$ cat config.mk
export PLATFORM = sky130hd
export DESIGN_NAME = send_packet_arbiter
export DESIGN_NICKNAME = d
export VERILOG_FILES = /design/src/rtl/send_packet_arbiter.sv
export SDC_FILE = /design/constraint.sdc
export NUM_CORES = 1
export LEC_CHECK = 0
export ABC_AREA = 1
export CAP_MARGIN = 15
export CELL_PAD_IN_SITES_DETAIL_PLACEMENT = 2
export CELL_PAD_IN_SITES_GLOBAL_PLACEMENT = 2
export CORE_ASPECT_RATIO = 0.6
export CORE_UTILIZATION = 25
export CTS_CLUSTER_DIAMETER = 40
export DETAILED_ROUTE_END_ITERATION = 8
export HOLD_SLACK_MARGIN = 0.08
export PLACE_DENSITY_LB_ADDON = 0.25
export SETUP_SLACK_MARGIN = 0.15
export SYNTH_ARGS = -nofsm -noshare
export SYNTH_HDL_FRONTEND = slang
export SYNTH_SLANG_ARGS = --single-unit
$ cat constraint.sdc
create_clock -name clk -period 2 [get_ports clk]
set_input_delay 0.6 -clock clk [delete_from_list [all_inputs] [get_ports clk]]
set_output_delay 0.6 -clock clk [all_outputs]
set_load 0.01 [all_outputs]
$ cat src/rtl/send_packet_arbiter.sv
// Two-requester (HC / SOF) arbiter for the shared send-packet port.
// Define SEND_PACKET_ARB_RR_EN for round-robin ties; default is SOF priority.
module send_packet_arbiter #(
    parameter int unsigned INTER_GRANT_GAP = 2
) (
    input  logic       clk,
    input  logic       rst,
    input  logic       hcReq,
    input  logic [3:0] hcPID,
    input  logic       hcWEn,
    output logic       hcGnt,
    output logic       hcReady,
    input  logic       sofReq,
    input  logic [3:0] sofPID,
    input  logic       sofWEn,
    output logic       sofGnt,
    output logic       sofReady,
    output logic [3:0] sendPacketCPPID,
    output logic       sendPacketCPWEn,
    input  logic       sendPacketCPReady
);

    typedef enum logic [1:0] {
        IDLE,
        HC_ACT,
        SOF_ACT,
        GAP
    } state_e;

    localparam logic [3:0] GapLd = 4'(INTER_GRANT_GAP);

    state_e     state_q;
    logic       hc_gnt_q;
    logic       sof_gnt_q;
    logic       busy_q;
    logic       last_sof_q;
    logic [3:0] gap_q;
    logic       owner_req;
    logic       release_ok;
    logic       tie_sof;

    always_comb begin
        sendPacketCPPID = 4'h0;
        sendPacketCPWEn = 1'b0;
        if (hc_gnt_q) begin
            sendPacketCPPID = hcPID;
            sendPacketCPWEn = hcWEn;
        end else if (sof_gnt_q) begin
            sendPacketCPPID = sofPID;
            sendPacketCPWEn = sofWEn;
        end
    end

    assign hcGnt    = hc_gnt_q;
    assign sofGnt   = sof_gnt_q;
    assign hcReady  = sendPacketCPReady & hc_gnt_q;
    assign sofReady = sendPacketCPReady & sof_gnt_q;

    assign owner_req  = (hc_gnt_q & hcReq) | (sof_gnt_q & sofReq);
    // A strobe in the release cycle would start a packet we no longer own.
    assign release_ok = ~owner_req & ~busy_q & ~sendPacketCPWEn;

`ifdef SEND_PACKET_ARB_RR_EN
    assign tie_sof = ~last_sof_q;
`else
    // Fixed priority: SOF frame timing wins; last owner is tracked only.
    assign tie_sof = last_sof_q | 1'b1;
`endif

    always_ff @(posedge clk) begin
        if (rst) begin
            state_q    <= IDLE;
            hc_gnt_q   <= 1'b0;
            sof_gnt_q  <= 1'b0;
            busy_q     <= 1'b0;
            last_sof_q <= 1'b0;
            gap_q      <= 4'd0;
        end else begin
            unique case (state_q)
                IDLE: begin
                    if (sofReq && (!hcReq || tie_sof)) begin
                        state_q    <= SOF_ACT;
                        sof_gnt_q  <= 1'b1;
                        last_sof_q <= 1'b1;
                    end else if (hcReq) begin
                        state_q    <= HC_ACT;
                        hc_gnt_q   <= 1'b1;
                        last_sof_q <= 1'b0;
                    end
                end
                HC_ACT, SOF_ACT: begin
                    if (release_ok) begin
                        hc_gnt_q  <= 1'b0;
                        sof_gnt_q <= 1'b0;
                        busy_q    <= 1'b0;
                        if (GapLd != 4'd0) begin
                            state_q <= GAP;
                            gap_q   <= GapLd;
                        end else begin
                            state_q <= IDLE;
                        end
                    end else if (sendPacketCPWEn) begin
                        busy_q <= 1'b1;
                    end else if (sendPacketCPReady) begin
                        busy_q <= 1'b0;
                    end
                end
                GAP: begin
                    if (gap_q <= 4'd1) begin
                        state_q <= IDLE;
                        gap_q   <= 4'd0;
                    end else begin
                        gap_q <= gap_q - 4'd1;
                    end
                end
                default: state_q <= IDLE;
            endcase
        end
    end

endmodule

# Yosys cells after proc, flatten, opt, wreduce, memory -nomap -nowiden
# Index checks and enable logic that the tools add are counted.
[word_totals]
register_bits = 9
in_bits = 15
out_inout_bits = 9
wordCells = 57
[op_classes]
add_sub_neg = 1
order_cmp = 1
n_eq_ne = 9
muxes = 21
n_bitwise = 10
n_reduce_logical = 10
[op_table]
columns = ["op", "n"]
rows = [
  ["two-way mux 4 bit", 4],
  ["inequality test 2 bit (second input constant)", 5],
  ["two-way mux 1 bit", 9],
  ["two-way mux 2 bit", 4],
  ["case mux 4 bit (2 select lines)", 1],
  ["bitwise AND 1 bit", 6],
  ["case mux 2 bit (3 select lines)", 1],
  ["AND reduction 3 bit", 2],
  ["== test 2 bit (second input constant)", 2],
  ["<= comparator 4 x 1 -> 1 bit (second input constant)", 1],
  ["case mux 1 bit (2 select lines)", 2],
  ["AND reduction 2 bit", 2],
  ["AND reduction 4 bit", 1],
  ["nonzero test 2 bit", 2],
  ["subtractor 4 x 1 -> 4 bit (second input constant)", 1],
  ["inequality test 3 bit (second input constant)", 1],
  ["NOT 1 bit", 3],
  ["nonzero test 3 bit", 1],
  ["== test 2 x 1 -> 1 bit (second input constant)", 1],
  ["logical NOT 2 bit", 1],
  ["OR reduction 2 bit", 1],
  ["OR 1 bit", 1],
]

# Logic depth before layout (Yosys ltp)
[depth]
depth_word = 7
depth_mapped = 9
ltp_nobuf = 8

# Worst setup path before layout
# No wires, ideal clock.
[synth_timing]
path_kind = "input-to-output"
startpoint = "input hcWEn"
endpoint = "output sendPacketCPWEn"
arrival_time_ps = 912
t_required_ps = 1400
setup_slack_ps = 488
cell_stages = 4
cell_sequence = "nand2_2 -> inv_2 -> nor2_8 -> inv_1"
[synth_between]
elab_chain_cells = 1
[synth_rtl]
columns = ["element", "line_no", "text"]
rows = [
  ["start: declaration", "10", "input logic hcWEn,"],
  ["two-way mux 1 bit", "45", "if (hc_gnt_q) begin"],
  ["end: declaration", "19", "output logic sendPacketCPWEn,"],
]
# Every way passes these cells.

# Worst setup path in the final report
# Ends and elaborated chain as after synthesis.

==> results.txt <==
status -> complete, no violations
sequential cell area fraction in the yosys report -> 0.2357
critical path required time -> 1.40 ns
slowest stage cell, crit path -> sky130_fd_sc_hd__dlygate4sd2_1
first-pass GRT wire length -> 4008 microns
CTS H-Tree Depth -> 1
fraction of the mapped netlist area in compound gates -> 0.1162
Worst Max-Slew Pin Slew -> 0.2943 ns
leading cell types in the layout, fill and taps excluded -> sky130_fd_sc_hd__nand2_1 (23), sky130_fd_sc_hd__nor2_1 (16), sky130_fd_sc_hd__inv_1 (12)
clock latency at the later pin of the worst-skew pair -> 0.24 ns
dominant combinational cell family by area after synthesis -> simple AND/OR/NAND/NOR gates
library cell used as clock root buffer -> sky130_fd_sc_hd__clkbuf_8
Mapped Cells -> 111
vertical extent of the die -> 44.84 microns
Post-Route Setup TNS -> 0 ns
commonest non-fill, non-tap cell in the layout -> sky130_fd_sc_hd__nand2_1
clock transition at the registers of the reported paths -> 0.05 ns
Mapped Area -> 764.5 sq um
clock net sink count -> 9
fraction of final layout cells with drive strength greater than 1 -> 0.2908
Avg Synthesized Cell Area -> 6.887 sq um
vias in the first global route -> 858
initial standard-cell utilization of the core -> 0.2645
Synth Area in XOR/XNOR -> 0.01146
Fin Clk Skew -> 0.004689 ns
post-cts hold buffer count -> 0
multiplexer fraction of the synthesized cell area -> 0
number of storage elements in the synthesis netlist -> 9
category of the most critical setup path -> in -> out
net switching power figure -> 0.8262 mW
number of nets at the end of the flow -> 161
HP Class -> reg -> reg
growth of design area from synthesis to finish -> 41.41%
combined global-route utilization of all metal layers -> 0.1684
proportion of total power due to net switching -> 0.4969
Routability Congestion -> 0.7553
share of total power in sequential cells -> 0.195
normalized max-slew margin -> 0.8038
Synthesized Nets -> 130
total clock buffers created by CTS -> 3
number of cells traversed by the worst register-to-register path -> 7
number of rows in the core area -> 15
relative contribution of combinational cells to total power -> 0.672
fraction of the mapped netlist area in adder cells -> 0.06547
HPWL after detailed placement -> 2085 microns
Synth warnings -> 0
post-layout min period -> 1.810 ns
number of input and output port buffers inserted -> 23
count of endpoints failing setup in the final report -> 0
antenna fix cells -> 0
top achievable clock speed -> 0.5524 GHz
Max Fanout on Critical Path -> 2
clock tree from TritonCTS -> yes
Synth Area in Simple Gates -> 0.4583
routed length per instance -> 13.44 microns
number of top-level design ports -> 24
delay of the slowest cell on the worst path -> 0.24 ns
total of max-cap violations -> 0
largest net degree at the start of global routing -> 7
pwr/cell area -> 1538 nW/um^2
residual overflow from global routing -> 0
Worst Setup Start Kind -> input port
Die X -> 73.39 microns
Final Routed Wirelength -> 2459 microns
post-detailed-route via-to-cell ratio -> 4.383
antenna violations before repair -> 0
iteration-0 DRC count of the detailed router -> 10
placeable core area -> 2890 sq um
Critical Path Sink Type -> output pin
Die Area -> 3290 sq um
Hold Violations, Final -> 0
cells along the critical path -> dlygate4sd2_1 > nand2_2 > inv_4 > nor2_8 > inv_2 > buf_6
Max clock buf depth -> 2
static leakage -> 0.5635 nW
DRT Pass-1 Iters -> 4
smallest setup slack after layout -> 0.1898 ns
P_int -> 0.8365 mW
maximum ir drop on the vdd rail -> 0.5196 mV
data arrival time of the critical path -> 1.21 ns
Final period util -> 0.9051
RSZ-0062 raised after global routing -> no
Slew Limit Fails -> 0
post-route ant nets -> 0
pre-CTS worst setup slack -> -0.5187 ns
number of cells on the worst hold path -> 2
Via Count -> 802
Clock power frac -> 0.133
final routed DRC violation total -> 0
number of distinct standard cells referenced by the synthesized netlist -> 21
## worst paths after layout
kind / from / to / slack (ns)
hold / removal: sofGnt / sofGnt / 0.53
hold reg to reg: sofGnt / sofGnt / 0.53
setup / recovery: hcWEn / sendPacketCPWEn / 0.19
setup reg to reg: gap_q[0] / gap_q[2] / 0.52
## synthesized netlist by cell type
cell type | instances | area [sq um]
sky130_fd_sc_hd__nand2_2 | 6 | 37.54
sky130_fd_sc_hd__o21ai_2 | 1 | 8.760
sky130_fd_sc_hd__nand3b_1 | 1 | 7.510
sky130_fd_sc_hd__or2_2 | 1 | 6.260
sky130_fd_sc_hd__o21ai_1 | 4 | 20.02
sky130_fd_sc_hd__nor2_8 | 2 | 40.04
sky130_fd_sc_hd__buf_6 | 2 | 22.52
sky130_fd_sc_hd__nand3_1 | 9 | 45.04
sky130_fd_sc_hd__dfxtp_1 | 9 | 180.2
sky130_fd_sc_hd__inv_2 | 4 | 15.01
sky130_fd_sc_hd__a21oi_2 | 4 | 35.03
sky130_fd_sc_hd__ha_1 | 4 | 50.05
sky130_fd_sc_hd__nor3_1 | 1 | 5.000
sky130_fd_sc_hd__nand2_1 | 23 | 86.33
sky130_fd_sc_hd__nand3_4 | 1 | 17.52
sky130_fd_sc_hd__nand2_4 | 3 | 33.78
sky130_fd_sc_hd__a21oi_1 | 5 | 25.02
sky130_fd_sc_hd__nor2_1 | 16 | 60.06
sky130_fd_sc_hd__xor2_1 | 1 | 8.760
sky130_fd_sc_hd__nor2_4 | 1 | 11.26
sky130_fd_sc_hd__inv_1 | 13 | 48.80
## metrics by stage
stage | area, sq um | hold slack, ns | cells | utilization | total power [mW]
floorplan | 764.5 | 0.4775 | 111 | - | 1.115
CTS | 1077 | 0.5339 | 183 | 0.3727 | 1.683
finish | 1081 | 0.5282 | 183 | 0.3740 | 1.663
global placement | 1062 | 0.4988 | 179 | 0.3675 | 1.426
detailed placement | 1062 | 0.5268 | 179 | 0.3675 | 1.488
global route | 1081 | 0.5612 | 183 | 0.3740 | 1.815
## routing by layer
layer | global-route usage | up-vias | share of wire
met5 | 0 | - | 0
met3 | 0.04688 | 0 | 0.036
met2 | 0.3000 | 16 | 0.49
li1 | - | 405 | -
met1 | 0.2077 | 381 | 0.47
met4 | 0.03462 | 0 | 0
## flip-flops by register name, summed over array words and instances, names as in the netlist
signal and cells:
busy_q 1, gap_q 4, hcGnt 1, sofGnt 1, state_q 2
## final cells by class
class	count	area [sq um]
clock buffers	4	45.04
fillers	369	1809
inverters	17	66.31
multi-input cells	83	498.0
flip-flops and latches	9	183.9
well taps	42	52.55
repair buffers	28	235.2
## kinds of logic (layout without fill, tap and decap cells)
logic type / count (synthesis) / after routing
and+or+nand+nor: 64 / 64
adders and majority gates: 4 / 4
DFF: 9 / 9
buffers and inverters: 19 / 49
xor gates and xnor gates: 1 / 1
AOI/OAI and AO/OA: 14 / 14
## power groups by stage
stage | clock network (mW) | registers (mW) | logic, mW
6_report | 0.221 | 0.324 | 1.12
3_3_place_gp | 0 | 0.317 | 1.11
4_1_cts | 0.230 | 0.324 | 1.13
5_1_grt | 0.241 | 0.331 | 1.24
3_5_place_dp | 0 | 0.323 | 1.17
2_1_floorplan | 0 | 0.304 | 0.811
## repair_timing
action	in CTS	in global routing
pin swaps	12	0
endpoints found under the setup margin	8	2
resized for setup	42	4
buffers inserted	0	0
## critical path, delay by kind of cell
family                 cells  cell delay [ns]
and+or+nand+nor            2             0.17
buffers and inverters      4             0.44
(Power assumes the default switching activity.)
